--- src/rtl/identity_matrix_ctrl.sv ---
// -----------------------------------------------------------------------------
// identity_matrix_ctrl
//
// Sequencer in front of a 4-word BRAM that stores a 2x2 single-precision
// matrix (word k = row*2+col lives at address k). It can load the identity
// matrix, write a caller-supplied matrix, or read the whole matrix back and
// present it with a valid/ready handshake.
//
// Ports
//   clk, rst            single clock, asynchronous active-high reset
//   init_start          pulse: write identity (ONE_WORD on the diagonal)
//   wr_valid, wr_matrix request to write a full matrix (word k at [32k+31:32k])
//   rd_req              pulse: fetch the full matrix
//   mat_out, mat_valid  fetched matrix and its valid flag
//   mat_ready           consumer accepts mat_out
//   busy                high whenever the sequencer is not idle
//   init_done           one-cycle pulse after the identity load completes
//   *_identity_A        BRAM port A (enable, write enable, address, data)
// -----------------------------------------------------------------------------
module identity_matrix_ctrl #(
    parameter int          RD_LATENCY = 2,
    parameter logic [31:0] ONE_WORD   = 32'h3F800000
) (
    input  logic         clk,
    input  logic         rst,
    input  logic         init_start,
    input  logic         wr_valid,
    input  logic [127:0] wr_matrix,
    input  logic         rd_req,
    output logic [127:0] mat_out,
    output logic         mat_valid,
    input  logic         mat_ready,
    output logic         busy,
    output logic         init_done,
    output logic         ena_identity_A,
    output logic         wea_identity_A,
    output logic [1:0]   addra_identity_A,
    output logic [31:0]  dina_identity_A,
    input  logic [31:0]  douta_identity_A
);

    typedef enum logic [2:0] {
        IDLE,
        INIT,
        WRITE,
        RD_ISSUE,
        RD_DRAIN,
        HOLD
    } state_t;

    state_t        state, state_nxt;
    logic [1:0]    cnt;
    logic [127:0]  wr_buf;
    logic [31:0]   slot [4];
    logic          last_cap;

    // Read tag pipeline: one entry per BRAM latency cycle, carrying whether a
    // read was issued and which word it targets, so douta lands in the right slot.
    logic [RD_LATENCY-1:0] tag_vld;
    logic [1:0]            tag_idx [RD_LATENCY];

    logic accept_wr;
    assign accept_wr = (state == IDLE) && !init_start && wr_valid;

    // -------------------------------------------------------------------------
    // Next state and BRAM port drive
    // -------------------------------------------------------------------------
    always_comb begin
        // NOTE: every output of this block gets a default first so no path
        // leaves a signal unassigned, which would otherwise infer a latch.
        state_nxt        = state;
        ena_identity_A   = 1'b0;
        wea_identity_A   = 1'b0;
        addra_identity_A = 2'd0;
        dina_identity_A  = 32'd0;

        unique case (state)
            IDLE: begin
                if (init_start)    state_nxt = INIT;
                else if (wr_valid) state_nxt = WRITE;
                else if (rd_req)   state_nxt = RD_ISSUE;
            end
            INIT: begin
                ena_identity_A   = 1'b1;
                wea_identity_A   = 1'b1;
                addra_identity_A = cnt;
                // Addresses 0 and 3 are the diagonal of the 2x2 matrix.
                dina_identity_A  = (cnt == 2'd0 || cnt == 2'd3) ? ONE_WORD : 32'd0;
                if (cnt == 2'd3) state_nxt = IDLE;
            end
            WRITE: begin
                ena_identity_A   = 1'b1;
                wea_identity_A   = 1'b1;
                addra_identity_A = cnt;
                dina_identity_A  = wr_buf[{cnt, 5'd0} +: 32];
                if (cnt == 2'd3) state_nxt = IDLE;
            end
            RD_ISSUE: begin
                ena_identity_A   = 1'b1;
                addra_identity_A = cnt;
                if (cnt == 2'd3) state_nxt = RD_DRAIN;
            end
            RD_DRAIN: begin
                if (last_cap) state_nxt = HOLD;
            end
            HOLD: begin
                if (mat_ready) state_nxt = IDLE;
            end
            default: state_nxt = IDLE;
        endcase
    end

    assign busy = (state != IDLE);

    // -------------------------------------------------------------------------
    // State, address counter, write buffer, status flags
    // -------------------------------------------------------------------------
    // NOTE: sequential state uses non-blocking assignments so every register
    // samples the pre-edge value of its inputs, independent of statement order.
    always_ff @(posedge clk or posedge rst) begin
        if (rst) begin
            state     <= IDLE;
            cnt       <= 2'd0;
            wr_buf    <= '0;
            init_done <= 1'b0;
            mat_valid <= 1'b0;
            mat_out   <= '0;
        end else begin
            state     <= state_nxt;
            init_done <= (state == INIT) && (cnt == 2'd3);

            // The counter only advances while sweeping addresses; its 3->0
            // wrap coincides with leaving the sweeping state.
            if (state == INIT || state == WRITE || state == RD_ISSUE)
                cnt <= cnt + 2'd1;
            else
                cnt <= 2'd0;

            if (accept_wr)
                wr_buf <= wr_matrix;

            if (state == RD_DRAIN && last_cap) begin
                mat_out   <= {slot[3], slot[2], slot[1], slot[0]};
                mat_valid <= 1'b1;
            end else if (state == HOLD && mat_ready) begin
                mat_valid <= 1'b0;
            end
        end
    end

    // -------------------------------------------------------------------------
    // Read capture: tags travel alongside the BRAM latency and steer douta
    // -------------------------------------------------------------------------
    // NOTE: the four-word capture buffer is reset along with the tags so a
    // read aborted by reset can never leak stale words into a later result.
    always_ff @(posedge clk or posedge rst) begin
        if (rst) begin
            tag_vld  <= '0;
            last_cap <= 1'b0;
            for (int i = 0; i < RD_LATENCY; i++) tag_idx[i] <= 2'd0;
            for (int k = 0; k < 4; k++)          slot[k]    <= 32'd0;
        end else begin
            tag_vld[0] <= (state == RD_ISSUE);
            tag_idx[0] <= cnt;
            for (int i = 1; i < RD_LATENCY; i++) begin
                tag_vld[i] <= tag_vld[i-1];
                tag_idx[i] <= tag_idx[i-1];
            end

            if (tag_vld[RD_LATENCY-1])
                slot[tag_idx[RD_LATENCY-1]] <= douta_identity_A;

            last_cap <= tag_vld[RD_LATENCY-1] && (tag_idx[RD_LATENCY-1] == 2'd3);
        end
    end

endmodule

--- config.mk ---
export PLATFORM = sky130hd
export DESIGN_NAME = identity_matrix_ctrl
export DESIGN_NICKNAME = d
export VERILOG_FILES = /design/src/rtl/identity_matrix_ctrl.sv
export SDC_FILE = /design/constraint.sdc
export NUM_CORES = 1
export LEC_CHECK = 0
export CAP_MARGIN = 20
export CORE_MARGIN = 4
export CORE_UTILIZATION = 55
export CTS_CLUSTER_DIAMETER = 40
export CTS_CLUSTER_SIZE = 30
export DETAILED_ROUTE_END_ITERATION = 12
export MAX_ROUTING_LAYER = met4
export PLACE_DENSITY = 0.95
export REMOVE_ABC_BUFFERS = 1
export SYNTH_ARGS = -nofsm -noshare
export SYNTH_HDL_FRONTEND = slang
export SYNTH_SLANG_ARGS = --single-unit
--- constraint.sdc ---
create_clock -name clk -period 34.6 [get_ports clk]
set_clock_uncertainty 0.05 [all_clocks]
set_input_delay 5.19 -clock clk [delete_from_list [all_inputs] [get_ports clk]]
set_output_delay 5.19 -clock clk [all_outputs]
set_load 0.01 [all_outputs]
==> summary.txt <==
Detailed Place HPWL -> 26.0 mm
slowest CP cell -> or4b_2
crit path cell chain -> buf_4 -> ha_1 -> or4b_2 -> o221ai_1 -> clkdlybuf4s50_1
CP max FO -> 30
maximum buffer depth of the clock tree -> 3
Initial Utilization -> 0.564
status -> completed
WL/cell -> 24.0 um
# clock sinks -> 398
LEAKAGE -> 9.27 nW
Synth area leader -> dfrtp_1
Post-DRT Antenna Nets -> 0
vias in the first global route -> 10,800
reg2reg start -> state[2]$_DFFE_PP0P_
post-synthesis simple-gate area fraction -> 0.0213
Post-Synth Adder-Cell Area -> 0.000790
FMAX -> 120 MHz
Final TNS setup -> 0 ps
CP max stage delay -> 760 ps
CTS resizes -> 0
area share of the largest cell type after synthesis -> 0.629
gpl congestion -> 0.790
period utilization -> 0.242
cell family with most CP delay -> buffers and inverters
hold buffers post-CTS -> 0
core area -> 28,100 um2
Startpoint Class -> register
Max-Cap Viols -> 0
pin count of the biggest net entering global routing -> 107
Req. time, crit path -> 29,360 ps
layout cells sized above 1 -> 0.388
hold_sp -> tag_idx[2]$_DFF_PP0_
# port buffers -> 332
worst path bufs/invs -> 2
drt pass-1 iters -> 4
initial antenna violation count -> 2
hold violation count in the final report -> 0
DP Cell Count -> 1,616
routed vias -> 9,537
Synth warnings -> 0
Synth Instances -> 949
Worst path depth -> 5
vias per cell -> 5.61
first-pass GRT wire length -> 60.9 mm
Commonest cells post-synth -> 398 x dfrtp_1, 384 x mux2_2, 25 x mux4_2, 25 x nor2b_1, 24 x buf_2
slack of the worst reg-to-reg path -> 31,640 ps
critical path arrival -> 3120 ps
worst hold slack -> 295 ps
FF+latch count, synth -> 398
die width -> 178 um
CTS tree -> yes
Post-synth EDFFs -> 0
Synth Cell Area -> 15,800 um2
H-tree Lvls -> 2
final setup fails -> 0
die footprint -> 31,600 um2
slew margin rel. -> 0.275
Worst setup startpoint -> cnt[0]$_DFF_PP0_
initial DRC count -> 488
Finished Layout Cells -> 1,700
worst slew pin tran -> 1090 ps
sequential fraction of the synthesis area -> 0.629
critical path capture point type -> primary output
synth unique cells -> 36
RSZ-0062 raised after global routing -> no
Setup CP Type -> reg2out
Num CTS Buffers -> 44
R2R Path End -> wr_buf[16]$_DFFE_PP0P_
Avg Synthesized Cell Area -> 16.7 um2
final net count -> 1,452
ys flop type -> dfrtp_1
Slew Viols, Final -> 0
Post-synth ARST share -> 1.00
mux contribution to synthesized area -> 0.317
die height -> 178 um
top-count cell post-synth -> dfrtp_1
Setup Fix Bufs, Post-CTS -> 0
DRC violations left -> 0
Syn-to-layout area delta -> 32.6%
Post-Synth XOR/XNOR Area -> 0.000553
Area contributors post-synth -> dfrtp_1 63%, mux2_2 27%, mux4_2 3.6%
CP endpoint -> dina_identity_A[23]
Root Buffer -> clkbuf_16
Tmin final -> 8360 ps
VDD IR max -> 69.1 uV
P per Cell Area -> 80.3 nW/um2
gr usage total -> 0.257
reg2reg path depth -> 4
Worst-path clk slew -> 60 ps
Clock Latency Late Sink -> 540 ps
# rows -> 61
Synth Area in Compound Gates -> 0.00829
I/O pin total -> 333
worst min path class -> reg2reg
largest family of logic cells by synthesized area -> multiplexers
DRT Wirelength -> 40.7 mm
Congestion Overflow GR -> 0
## how the worst min path moves through the flow
stage	to	slack (ps)	cells after the start
after floorplan	tag_idx[0]$_DFF_PP0_	280	0
after global placement	tag_idx[1]$_DFF_PP0_	280	0
after detailed placement	tag_idx[0]$_DFF_PP0_	290	0
after CTS	tag_idx[0]$_DFF_PP0_	300	0
after global routing	tag_idx[1]$_DFF_PP0_	300	0
final	tag_idx[0]$_DFF_PP0_	290	0
## layer usage
metal | vias to the layer above | GRT usage | share of wire
li1 | 4098 | - | -
met1 | 4966 | 0.299 | 0.37
met2 | 400 | 0.430 | 0.51
met3 | 73 | 0.0910 | 0.095
met4 | 0 | 0.0654 | 0.022
met5 | - | - | 0
## placed cells by master, fill, tap and decap left out, types with 3 or more instances in the layout
cell             instances
and2_1                   3
buf_4                   12
bufinv_16                4
clkbuf_16               45
clkdlybuf4s50_1        332
clkinv_4                 5
clkinv_8                 3
dfrtp_1                397
inv_1                    4
inv_6                   10
inv_8                    7
mux2_2                 384
mux2i_1                 14
mux4_2                  25
nand2b_1                 3
nor2_1                   4
nor2b_1                 25
o221ai_1                 8
## worst register-to-register path: cells and delay by family, from the launching register on
kind | cells | cell delay, ps
and+or+nand+nor | 2 | 720
buffers and inverters | 1 | 930
DFF | 1 | 630
muxes | 1 | 530
## metrics by stage
step           instance area [um2]  setup WS, ps   util  power (mW)
2_1_floorplan                15500         18290      -        1.01
3_3_place_gp                 19400         26810  0.691        1.15
3_5_place_dp                 19400         26780  0.691        1.19
4_1_cts                      21000         26190  0.747        1.69
5_1_grt                      21000         26100  0.748        1.77
6_report                     21000         26240  0.748        1.69
## logic make-up after synthesis
logic type	count (synthesis)
buffers and inverters	60
multiplexers	423
AND/OR/NAND/NOR	49
AO/OA/AOI/OAI	17
adder cells (fa/ha/maj)	1
flip-flops	398
XOR/XNOR	1
## layout make-up
type,count,area [um2]
Antenna cell,2,5.00
Clock buffer,49,1160
Clock inverter,32,402
Fill cell,1558,7090
Inverter,5,26.3
Multi-Input combinational cell,491,5530
Sequential cell,398,9960
Tap cell,378,473
Timing Repair Buffer,345,3440
## report_power, final
group	internal [mW]	total (mW)	switching (mW)	leakage, nW
clock	0.284	0.494	0.210	0.766
sequential	0.637	0.740	0.102	5.01
combinational	0.282	0.453	0.171	3.49
total	1.20	1.69	0.483	9.27
## registers in the layout (all words and copies together) (netlist names)
register / cells
mat_out: 128
slot: 128
wr_buf: 128
tag_idx: 4
state: 3
cnt: 2
tag_vld: 2
init_done: 1
last_cap: 1
mat_valid: 1
Note: power is estimated with default switching activity, not from simulation.
